## config.mk

```make
export PLATFORM = sky130hd
export DESIGN_NAME = ifetch_buf
export DESIGN_NICKNAME = d
export VERILOG_FILES = /design/src/rtl/ifetch_buf.sv
export SDC_FILE = /design/constraint.sdc
export NUM_CORES = 1
export LEC_CHECK = 0
export CORE_AREA = 2 2 185 187
export DETAILED_ROUTE_END_ITERATION = 16
export DIE_AREA = 0 0 187 189
export SLEW_MARGIN = 25
export SYNTH_ARGS = -nofsm -noshare
export SYNTH_HDL_FRONTEND = slang
export SYNTH_SLANG_ARGS = --single-unit
```

## constraint.sdc

```tcl
create_clock -name clk -period 5.8 [get_ports clk]
set_input_delay 0.87 -clock clk [delete_from_list [all_inputs] [get_ports clk]]
set_output_delay 0.87 -clock clk [all_outputs]
set_load 0.05 [all_outputs]
```

## src/rtl/ifetch_buf.sv

```systemverilog
// ifetch_buf: instruction fetch address generator and prefetch FIFO.
//
// Drives the instruction RAM fetch port (pc_n_o / iram_rd_o), captures the
// word the RAM returns one cycle after each issue into a small FIFO, and
// presents the FIFO head to decode with a valid/ready handshake. A redirect
// (jump_i) flushes buffered and in-flight fetches and issues the target in
// the same cycle.
//
// Ports:
//   clk          clock
//   rst_n        asynchronous active-low reset
//   pc_n_o       fetch address to the instruction RAM
//   iram_rd_o    fetch read enable (data returns on inst_i next cycle)
//   inst_i       instruction word from the RAM
//   jump_i       redirect request
//   jump_addr_i  redirect target
//   id_valid_o   head entry valid
//   id_ready_i   decode accepts head entry
//   id_inst_o    head instruction
//   id_pc_o      head PC
//   id_err_o     head entry came from a misaligned redirect
//
// Optional feature macro: IFETCH_MISALIGN_EN
//   defined   - misaligned redirect targets are fetched word-aligned and the
//               resulting entry is tagged with id_err_o=1
//   undefined - target low bits are silently dropped, id_err_o tied 0

module ifetch_buf #(
    parameter logic [31:0] RESET_PC   = 32'h0000_0000,
    parameter int unsigned FIFO_DEPTH = 2
) (
    input  logic        clk,
    input  logic        rst_n,
    output logic [31:0] pc_n_o,
    output logic        iram_rd_o,
    input  logic [31:0] inst_i,
    input  logic        jump_i,
    input  logic [31:0] jump_addr_i,
    output logic        id_valid_o,
    input  logic        id_ready_i,
    output logic [31:0] id_inst_o,
    output logic [31:0] id_pc_o,
    output logic        id_err_o
);

    localparam int unsigned PW = $clog2(FIFO_DEPTH);
    localparam int unsigned CW = PW + 1;
    // One extra bit so count + inflight never overflows before the compare.
    localparam int unsigned OW = CW + 1;

    typedef enum logic {
        BOOT,
        RUN
    } state_e;

    state_e          state_q, state_d;
    logic [1:0]      boot_cnt_q, boot_cnt_d;
    logic [31:0]     fetch_pc_q, fetch_pc_d;
    logic [31:0]     req_pc_q, req_pc_d;
    logic            inflight_q, inflight_d;
    logic [PW-1:0]   rptr_q, rptr_d;
    logic [PW-1:0]   wptr_q, wptr_d;
    logic [CW-1:0]   count_q, count_d;
    logic [31:0]     inst_mem_q [FIFO_DEPTH];
    logic [31:0]     inst_mem_d [FIFO_DEPTH];
    logic [31:0]     pc_mem_q   [FIFO_DEPTH];
    logic [31:0]     pc_mem_d   [FIFO_DEPTH];

    logic [31:0]     jump_tgt;
    logic            pop;
    logic            push;
    logic            issue;
    logic [OW-1:0]   occ;

    assign jump_tgt = {jump_addr_i[31:2], 2'b00};

`ifdef IFETCH_MISALIGN_EN
    logic            jump_mis;
    logic            req_err_q, req_err_d;
    logic            err_mem_q [FIFO_DEPTH];
    logic            err_mem_d [FIFO_DEPTH];

    assign jump_mis = |jump_addr_i[1:0];
    assign id_err_o = err_mem_q[rptr_q];
`else
    logic            unused_jump_lsb;

    assign unused_jump_lsb = ^jump_addr_i[1:0];
    assign id_err_o        = 1'b0;
`endif

    assign id_inst_o = inst_mem_q[rptr_q];
    assign id_pc_o   = pc_mem_q[rptr_q];

    // Fetch control and decode handshake
    always_comb begin
        id_valid_o = (count_q != '0) & ~jump_i;
        pop        = id_valid_o & id_ready_i;
        pc_n_o     = jump_i ? jump_tgt : fetch_pc_q;
        // Occupancy after this cycle's pop, counting the fetch whose data
        // arrives now; a new issue must still find a free slot for itself.
        occ        = OW'(count_q) + OW'(inflight_q) - OW'(pop);
        issue      = jump_i | ((state_q == RUN) && (occ < OW'(FIFO_DEPTH)));
        iram_rd_o  = issue;
        push       = inflight_q & ~jump_i;
    end

    // Boot sequencing
    always_comb begin
        state_d    = state_q;
        boot_cnt_d = boot_cnt_q;
        unique case (state_q)
            BOOT: begin
                if (boot_cnt_q == 2'd2) begin
                    state_d = RUN;
                end else begin
                    boot_cnt_d = boot_cnt_q + 2'd1;
                end
            end
            RUN: begin
                state_d = RUN;
            end
            default: begin
                state_d = BOOT;
            end
        endcase
    end

    // Fetch address and in-flight request tracking
    always_comb begin
        fetch_pc_d = fetch_pc_q;
        req_pc_d   = req_pc_q;
        inflight_d = issue;
`ifdef IFETCH_MISALIGN_EN
        req_err_d  = req_err_q;
`endif
        if (issue) begin
            req_pc_d   = pc_n_o;
            fetch_pc_d = pc_n_o + 32'd4;
`ifdef IFETCH_MISALIGN_EN
            req_err_d  = jump_i & jump_mis;
`endif
        end
    end

    // Prefetch FIFO
    always_comb begin
        rptr_d     = rptr_q;
        wptr_d     = wptr_q;
        count_d    = count_q;
        inst_mem_d = inst_mem_q;
        pc_mem_d   = pc_mem_q;
`ifdef IFETCH_MISALIGN_EN
        err_mem_d  = err_mem_q;
`endif
        if (jump_i) begin
            rptr_d  = '0;
            wptr_d  = '0;
            count_d = '0;
        end else begin
            if (push) begin
                inst_mem_d[wptr_q] = inst_i;
                pc_mem_d[wptr_q]   = req_pc_q;
`ifdef IFETCH_MISALIGN_EN
                err_mem_d[wptr_q]  = req_err_q;
`endif
                wptr_d = wptr_q + PW'(1);
            end
            if (pop) begin
                rptr_d = rptr_q + PW'(1);
            end
            unique case ({push, pop})
                2'b10:   count_d = count_q + CW'(1);
                2'b01:   count_d = count_q - CW'(1);
                default: count_d = count_q;
            endcase
        end
    end

    always_ff @(posedge clk or negedge rst_n) begin
        if (!rst_n) begin
            state_q    <= BOOT;
            boot_cnt_q <= '0;
            fetch_pc_q <= RESET_PC;
            req_pc_q   <= '0;
            inflight_q <= 1'b0;
            rptr_q     <= '0;
            wptr_q     <= '0;
            count_q    <= '0;
            inst_mem_q <= '{default: '0};
            pc_mem_q   <= '{default: '0};
`ifdef IFETCH_MISALIGN_EN
            req_err_q  <= 1'b0;
            err_mem_q  <= '{default: 1'b0};
`endif
        end else begin
            state_q    <= state_d;
            boot_cnt_q <= boot_cnt_d;
            fetch_pc_q <= fetch_pc_d;
            req_pc_q   <= req_pc_d;
            inflight_q <= inflight_d;
            rptr_q     <= rptr_d;
            wptr_q     <= wptr_d;
            count_q    <= count_d;
            inst_mem_q <= inst_mem_d;
            pc_mem_q   <= pc_mem_d;
`ifdef IFETCH_MISALIGN_EN
            req_err_q  <= req_err_d;
            err_mem_q  <= err_mem_d;
`endif
        end
    end

endmodule
```

==> flow_summary.toml, run 1 <==
[power]
power_leakage_uw = 0.00496
p_seq_share_pct = 32.5
pwr_density_cell_nw_per_um2 = 618
combPwrFrac_pct = 51.2
clkPwrFrac_pct = 16.3
intPower_uw = 4330
switching_share_pct = 42.6
ir_drop_uv = 384
p_sw_uw = 3210

[placed_design]
portBuffers = 163
gp_congestion = 0.756
placed_area_um2 = 11600
hpwl_um = 15100
place_inst = 1345

[cells_and_area]
final_cell_mix = "mux2_2 (202), dfrtp_1 (197), clkdlybuf4s50_1 (160), nor2_1 (52), a21oi_1 (42)"
drive_gt1_share_pct = 28.2
final_common_cell = "mux2_2"
area_delta_synth_final_pct = 28.4
nNetsFinal = 989
fin_area_um2 = 12200
final_cells = 1378

[timing]
fmax_mhz = 237
tightest_slew_ns = 0.858
relSlewSlack_pct = 42.6
tns_ns = 0
rsz0062_at_grt = "no"
setup_viol = 0
min_period_ns = 4.22
hold_viol_final = 0
clock_skew_ns = 0.00866
fin_crit_sh_pct = 72.8
slew_violations = 0

[global_routing]
antenna_found_initial = 1
globalRouteOverflowTotal = 0
grt_pass1_vias = 6607
grt_usage_pct = 13.2
grt_pass1_wl_um = 36800
grt_max_degree = 119

[floorplanning]
coreArea_um2 = 33300
rows = 67
die_x_um = 187
die_area_um2 = 35300
die_h_um = 189
ios = 167
initial_utilization_pct = 28.6

[synthesis]
yosysTopAreaCellShare_pct = 52.1
yosys_warnings = 0
synth_edf_count = 0
synth.area.top_cells = "dfrtp_1 (52%), mux2_2 (24%), mux2i_1 (2.5%)"
postSynthCellCount = 768
yosysTopAreaCell = "dfrtp_1"
synth.distinct_cells = 55
syn_nets = 840
synth.avg_cell_area_um2 = 12.4
synth_flop_cell = "dfrtp_1"
netlist_area_um2 = 9510
async_flop_share_pct = 100
synth_seq_cells = 198
ys_seq_area_share_pct = 52.1

[clock_tree]
cts_setup_buffers = 0
h-tree-depth = 4
ctsHoldBuffers = 0
cts_tree = "done"
root_buffer = "clkbuf_16"
cts_buffer_depth = 2
cts.clk_slew.worst_paths_ns = 0.06
cts_resized = 0
clock_latency_ns = 0.44
cts_made_buffers = 17
clock-sinks = 198

[detailed_routing]
avgRoutedWirePerCell_um = 16.5
wirelength_um = 22800
dr_total_vias = 6395
ant_nets = 0
drtIter0Drc = 284
drt-vias-per-instance = 4.64
drc_errors = 0
first_pass_iters = 4

[setup_path]
cp.required_ns = 4.93
critPathCaptureType = "primary output"
crit_path_top_delay_cell = "clkdlybuf4s50_1"
cp_common_cell = "buf_4"
cp_max_fo = 47
path_cells = "buf_4, buf_4, mux2i_1, inv_1, clkdlybuf4s50_1"
cpPeakStageDelay_ns = 0.72
arrival_ns = 3.35
regToRegSetupSlack_ns = 2.32
start_kind = "primary input"
critical_path_class = "primary input to primary output"

[hold_path]
worstHoldPathType = "primary input to async pin"

[job]
max_cap_viol_count = 0

[outcome]
outcome = "finished clean"
power by group through the flow:
stage | Combinational, µW | Clock (µW) | Sequential (µW)
final | 3860 | 1230 | 2450
after global routing | 4100 | 1340 | 2550
after CTS | 3870 | 1280 | 2490
after detailed placement | 3850 | 0 | 2510
after global placement | 3820 | 0 | 2490
after floorplan | 2860 | 0 | 2330
kinds of logic after synthesis:
logic type / Yosys count / synth area share (%)
buf+inv: 74 / 3.66
mux: 227 / 26.6
flops: 198 / 52.1
compound gates: 83 / 5.93
other cells: 1 / 0.0394
fa+ha+maj: 4 / 0.605
xor+xnor: 26 / 2.39
simple gates: 155 / 8.70
Yosys cell counts (all sizes together) (3+ instances only):
cell / number
mux2: 202
xnor2: 20
inv: 29
and3: 6
ha: 3
o31ai: 9
xor2: 6
a31oi: 4
a22oi: 4
nor2: 53
nand4: 14
nand3b: 10
dfrtp: 198
nand4b: 4
buf: 26
nor2b: 5
nand3: 16
clkbuf: 19
and4: 3
mux2i: 25
nand2: 31
o21ai: 12
a21oi: 42
state kept, by name, summed over array words and instances, names as in the netlist:
name and flops:
state_q 1, wptr_q 1, inflight_q 1, pc_mem_q 64, fetch_pc_q 32, req_pc_q 30, inst_mem_q 64, count_q 2
boot_cnt_q 2, rptr_q 1
critical path, delay by kind of cell:
family,cells,cell delay (ns)
buf+inv,4,1.74
mux,1,0.70
final timing paths:
check	startpoint	to	cells after the start
setup / recovery	jump_i	pc_n_o[20]	5
hold / removal	rst_n	inst_mem_q[13]	1
setup reg to reg	count_q[1]	req_pc_q[12]	13
hold reg to reg	boot_cnt_q[0]	boot_cnt_q[0]	1
max in group asynchronous	rst_n	rptr_q	2
min in group clk	boot_cnt_q[0]	boot_cnt_q[0]	1
cell type report:
type                    instances  area (µm²)
diodes                          1        2.50
clock inverters                10         149
repair buffers                175        1770
multi-input cells             496        4220
inverters                      29         109
flip-flops and latches        198        4960
well taps                     448         561
clock buffers                  21         450
fillers                      3293       21100
metal layers:
layer	GRT usage, %	share of wire, %	vias to the layer above
met5	0	0	-
met4	4.03	1.4	0
met3	3.67	4.7	20
met2	20.8	46	157
met1	17.6	48	3214
li1	-	-	3004
metrics by stage:
step           util, %  worst slack, ns  power (µW)  hold WS, ns
2_1_floorplan        -           0.0741        5190        0.446
3_3_place_gp      34.8             1.52        6300        0.462
3_5_place_dp      34.8             1.50        6360        0.469
4_1_cts           36.6             1.54        7640        0.466
5_1_grt           36.7             1.40        7990        0.485
6_report          36.7             1.58        7540        0.444
Note: power is estimated with default switching activity, not from simulation.
==> run 2, diff against run 1 <==
==> constraint.sdc (replaced) <==
create_clock -name clk -period 3.76 [get_ports clk]
set_input_delay 0.564 -clock clk [delete_from_list [all_inputs] [get_ports clk]]
set_output_delay 0.564 -clock clk [all_outputs]
set_load 0.05 [all_outputs]
==> flow_summary.toml, run 2 (synthesis results as in run 1) <==
[cells_and_area]
fin_area_um2 = 12300
final_cell_mix = "mux2_2 (202), dfrtp_1 (197), clkdlybuf4s50_1 (159), nor2_1 (51), a21oi_1 (42)"
drive_gt1_share_pct = 29.7
area_delta_synth_final_pct = 29.4
largest_registers = "inst_mem_q: 64 flops, pc_mem_q: 64 flops, fetch_pc_q: 32 flops"
final_common_cell = "mux2_2"
nNetsFinal = 995
fillers = 3252

[floorplanning]
die_x_um = 187
initial_utilization_pct = 28.6
die_area_um2 = 35300
coreArea_um2 = 33300
rows = 67
ios = 167
die_h_um = 189

[power]
pwr_density_cell_nw_per_um2 = 950
ir_drop_uv = 467
power_uw = 11700
power_leakage_uw = 0.00502

[placed_design]
portBuffers = 163
placed_area_um2 = 11700
hpwl_um = 16000
gp_congestion = 0.783
place_ws_ns = 0.436

[setup_path]
regToRegSetupSlack_ns = 0.76
arrival_ns = 2.87
cp_common_cell = "nor2_4"
critical_path_class = "register to primary output"
crit_path_top_delay_cell = "fa_2"
cp_max_fo = 6
path_cells = "nor2_1, nor2_4, nand2_2, inv_1, ha_1, nand2b_4, fa_2, and3_4, nor2_4, inv_2, buf_12"
cp.required_ns = 3.20
reg2regPathDepth = 13
timing.rr.start = "count_q[1]"
start_kind = "register"
timing.rr.end = "req_pc_q[25]"
cpPeakStageDelay_ns = 0.52
critPathCaptureType = "primary output"

[timing]
slew_violations = 0
tightest_slew_ns = 0.808
fin_crit_sh_pct = 91.5
clock_skew_ns = 0.0102
setup_viol = 0
fmax_mhz = 291
setup_slack_ns = 0.321
rsz0062_at_grt = "no"
relSlewSlack_pct = 46.1
hold_viol_final = 0
min_period_ns = 3.44

[clock_tree]
clock_latency_ns = 0.45
cts_made_buffers = 17
ctsHoldBuffers = 0
h-tree-depth = 4
cts_resized = 0
root_buffer = "clkbuf_16"
cts_buffer_depth = 2
cts.clk_slew.worst_paths_ns = 0.07
cts_setup_buffers = 0
cts_tree = "done"
clock-sinks = 198

[job]
max_cap_viol_count = 0

[detailed_routing]
ant_nets = 0
drc_errors = 0
avgRoutedWirePerCell_um = 16.9
first_pass_iters = 4
drtIter0Drc = 294
wirelength_um = 23500
dr_total_vias = 6429
drt-vias-per-instance = 4.64

[hold_path]
worstHoldPathType = "primary input to async pin"

[global_routing]
globalRouteOverflowTotal = 0
grt_pass1_wl_um = 37300
antenna_found_initial = 3
grt_pass1_vias = 6569
grt_max_degree = 90
grt_usage_pct = 13.6

[outcome]
outcome = "finished clean"
==> run 2: cell count changes in the layout (fill, tap and decap cells not counted), sizes merged <==
cell           before  now
inv                30   36
clkdlybuf4s50     160  159
clkbuf             22   20
bufinv              3    1
buf                14   21
clkinv              2    3
diode               1    2
clkinvlp            4    2
==> run 2: worst max-delay path by stage <==
stage	end	start	slack, ns
3_5_place_dp	req_pc_q[25]	id_ready_i	0.44
4_1_cts	iram_rd_o	count_q[1]	0.26
3_3_place_gp	iram_rd_o	id_ready_i	0.45
2_1_floorplan	iram_rd_o	jump_i	-0.03
5_1_grt	iram_rd_o	count_q[1]	0.18
6_report	iram_rd_o	count_q[1]	0.32
==> run 2: metrics by stage <==
step	utilization, %	setup TNS (ns)	hold slack, ns	std cells
3_5_place_dp	35.2	0	0.467	1352
5_1_grt	37.0	0	0.0605	1386
2_1_floorplan	-	-0.0341	0.268	768
6_report	37.0	0	0.0508	1386
3_3_place_gp	35.2	0	0.459	1352
4_1_cts	37.0	0	0.0443	1384
==> run 2: final cells by class <==
cell class / count / area [µm²] / area share (%)
antenna: 2 / 5.00 / 0.0407
sequential: 198 / 4960 / 40.3
clock buffer: 19 / 453 / 3.68
timing repair buffer: 181 / 1840 / 14.9
clock inverter: 13 / 136 / 1.11
inverter: 29 / 109 / 0.885
multi-input combinational: 496 / 4250 / 34.5
tap: 448 / 561 / 4.55
==> run 2: per-layer routing <==
metal / wire length, µm / track usage [%] / vias up
met5: 12 / 0 / -
met4: 402 / 4.43 / 2
met3: 927 / 3.61 / 30
met2: 11100 / 22.0 / 142
met1: 11100 / 17.7 / 3228
li1: - / - / 3027
==> run 2: worst max-delay path: cells and delay by family, from the launching register on <==
family / cells / cell delay, ns
fa+ha+maj: 2 / 0.78
buf+inv: 3 / 0.40
flops: 1 / 0.46
simple gates: 6 / 0.78
==> run 2: power breakdown <==
part / leakage, µW / switching (µW) / internal (µW)
clock network: 0.000287 / 879 / 972
logic: 0.00241 / 3520 / 2510
registers: 0.00232 / 647 / 3160
==> run 3, diff against run 2 <==
--- a/config.mk
+++ b/config.mk
@@ -5,6 +5,7 @@
 export SDC_FILE = /design/constraint.sdc
 export NUM_CORES = 1
 export LEC_CHECK = 0
+export ABC_CLOCK_PERIOD_IN_PS = 3760
 export CORE_AREA = 2 2 185 187
 export DETAILED_ROUTE_END_ITERATION = 16
 export DIE_AREA = 0 0 187 189
==> results of run 3 <==
No change in the layout: final DEF, timing and power equal those of run 2.
==> variant: new RTL, config.mk and constraints of run 2 <==
Make the reset (`rst_n`) synchronous in one clocked block. Comments in the files are not updated.
--- a/src/rtl/ifetch_buf.sv
+++ b/src/rtl/ifetch_buf.sv
@@ -177,7 +177,7 @@
         end
     end
 
-    always_ff @(posedge clk or negedge rst_n) begin
+    always_ff @(posedge clk) begin
         if (!rst_n) begin
             state_q    <= BOOT;
             boot_cnt_q <= '0;
Behaviour: differs if rst_n is asserted again (counterexample within 4 cycles, from zero or initial values and one cycle with rst_n low); with rst_n held inactive, the same outputs for 4 cycles.
==> variant against run 2 <==
  * Highest routed layer is now met4
  * Critical path depth fell by 1
  * Critical endpoint unchanged
  * Routed wire length rose by 8.4%
  * Final area fell by 5.5%
  * Synthesized area fell by 6.4%
  * Sequential cell count did not move
  * First-iteration DRC count rose by 56%
  * Setup slack got worse by 130 ps
Power is not compared: it rests on default switching activity, and its combinational part moved more than twofold at a synthesized area within 25%.
==> variant: results (changes against run 2) <==
* Number of buffers created by CTS: 17 (unchanged)
- The final design utilization was 34.9% (-2.0 points).
- Post-placement cell count: 1651 (+22%)
- The detailed router's first-iteration violation count was 460 (+56%).
* Clock tree buffer depth: 2 (unchanged)
- Sequential area share after synthesis: 44.5% (-7.6 points)
- The antenna cell count came to 0 (-2).
* Global-route wire length before repair: 41.3 mm (+11%)
- Leakage Power: between 4 and 5 nW
* Syn Area/Cell: 8.12 um2 (-34%)
* Sequential Power Share: between 40% and 50%
- The clock network accounts for roughly 35% of the total power.
- Placed Instance Area: 11000 um2 (-5.7%)
- The placed wire-length estimate was 17.0 mm (+6.6%).
* Number of inserted filler cells in the final layout: 3449 (+6.1%)
- Clock edge transition at the registers on the reported setup and hold paths: 80 ps
- Fraction of layout instances using a drive strength above 1: 11.9% (-18 points)
- The average wire per standard cell was 15.1 um (-11%).
- The data arrival time at the worst-slack endpoint is 3010 ps (+140 ps).
- Yosys warns: 0 (unchanged)
* Maximum ir drop on the vdd rail: approximately 0.32 mV
- Count of H-tree levels built during CTS: 4 (unchanged)
* Actual transition at the worst max-transition pin: 636 ps (-172 ps)
- CTS root buffer: clkbuf_16
* List of most frequent post-synthesis cells: nand2_1 (286), dfxtp_1 (198), a21oi_1 (139)
- The clock network consumes a total of between 1.5 and 2 mW.
* Wirelength, routed: 25.4 mm (+8.4%)
* Type of the tightest min-delay check: flip-flop to flip-flop
- The initial antenna violation count is 0 (-3).
- Launch point of the worst hold path: pc_mem_q[6]$_SDFFE_PN0P_
- The count of different cell masters after synthesis came to 60 (+9.1%).
- Setup skew after layout: 18.1 ps (+7.94 ps)
- Routed via count divided by cell count: 4.73 (+2.1%)
- The minimum setup slack after placement is 240 ps (-197 ps).
- Largest registers ranked by flip-flop count: inst_mem_q (64), pc_mem_q (64), fetch_pc_q (32)
* Routability congestion estimate from global placement: 0.815 (+4.1%)
- Maximum number of pins on one net before global-route repair: 69 (-23%)
- The synthesized net count is 1170 (+39%).
- Result of the run: complete, no violations
- Tracing the worst setup path back leads to its startpoint at count_q[1]$_SDFFE_PP0P_.
- The final net count was 1295 (+30%).
* Post-CTS Setup Inserts: 0 (unchanged)
* Total global-route track usage: 14.5% (+0.89 points)
- The maximum fanout encountered on the critical timing path was 21 (+15).
* Async S/R FF share, synth: 0% (-100 points)
- In the post-synthesis netlist, the biggest area contributors are dfxtp_1 (45%), nand2_1 (12%), mux2_2 (9.1%).
* Sum of negative setup slack: 0 ps (unchanged)
- The first-pass iteration count of the detailed router was 5 (+1).
* Number of global-route vias before repair: 7610 (+16%)
-- variant: cell types whose count changed in the layout (fill, tap and decap cells not counted), moves of 44 or more --
cell     delta
mux2_2    -130
a21oi_1    +97
dfxtp_1   +197
nand2_1   +256
dfrtp_1   -197
nand3_1    +44
-- variant: cell type report --
cell class / count / area share, %
clock buffer: 17 / 3.66
clock inverter: 14 / 1.33
inverter: 29 / 0.968
multi-input combinational: 790 / 39.0
sequential: 198 / 34.1
tap: 448 / 4.82
timing repair buffer: 186 / 16.1
-- variant: layer usage --
layer  up-vias  share of wire, %  global-route usage, %
met5         -                 0                      0
met4         0              0.97                   3.54
met3        16               5.8                   3.10
met2       239                44                   22.4
met1      3720                49                   20.4
li1       3987                 -                      -
-- variant: cells by family (layout without fill, tap and decap cells) --
family | after synthesis | count (layout) | share of synthesized area [%]
other | 1 | 1 | 0.0421
multiplexers | 93 | 93 | 11.5
XOR/XNOR | 16 | 16 | 1.57
AND/OR/NAND/NOR | 466 | 466 | 22.7
AO/OA/AOI/OAI | 209 | 209 | 13.8
adder cells (fa/ha/maj) | 5 | 5 | 0.787
flip-flops | 198 | 198 | 44.5
buffers and inverters | 109 | 246 | 5.02
-- variant: worst paths after layout --
kind                                 endpoint  slack, ps  cells past startpoint
setup / recovery                    iram_rd_o        190                     10
hold / removal       pc_mem_q[6]$_SDFFE_PN0P_        450                      2
setup reg to reg  fetch_pc_q[29]$_SDFFE_PN0P_        750                     12
hold reg to reg      pc_mem_q[6]$_SDFFE_PN0P_        450                      2
-- variant: critical path, cell delays in order (launching register included) --
cell	delay [ps]
dfxtp_1	430
nor2_1	100
nor2_4	130
and2_4	170
ha_1	220
nand2b_1	160
fa_1	380
xnor2_1	160
a31oi_4	170
clkinv_2	320
buf_4	320
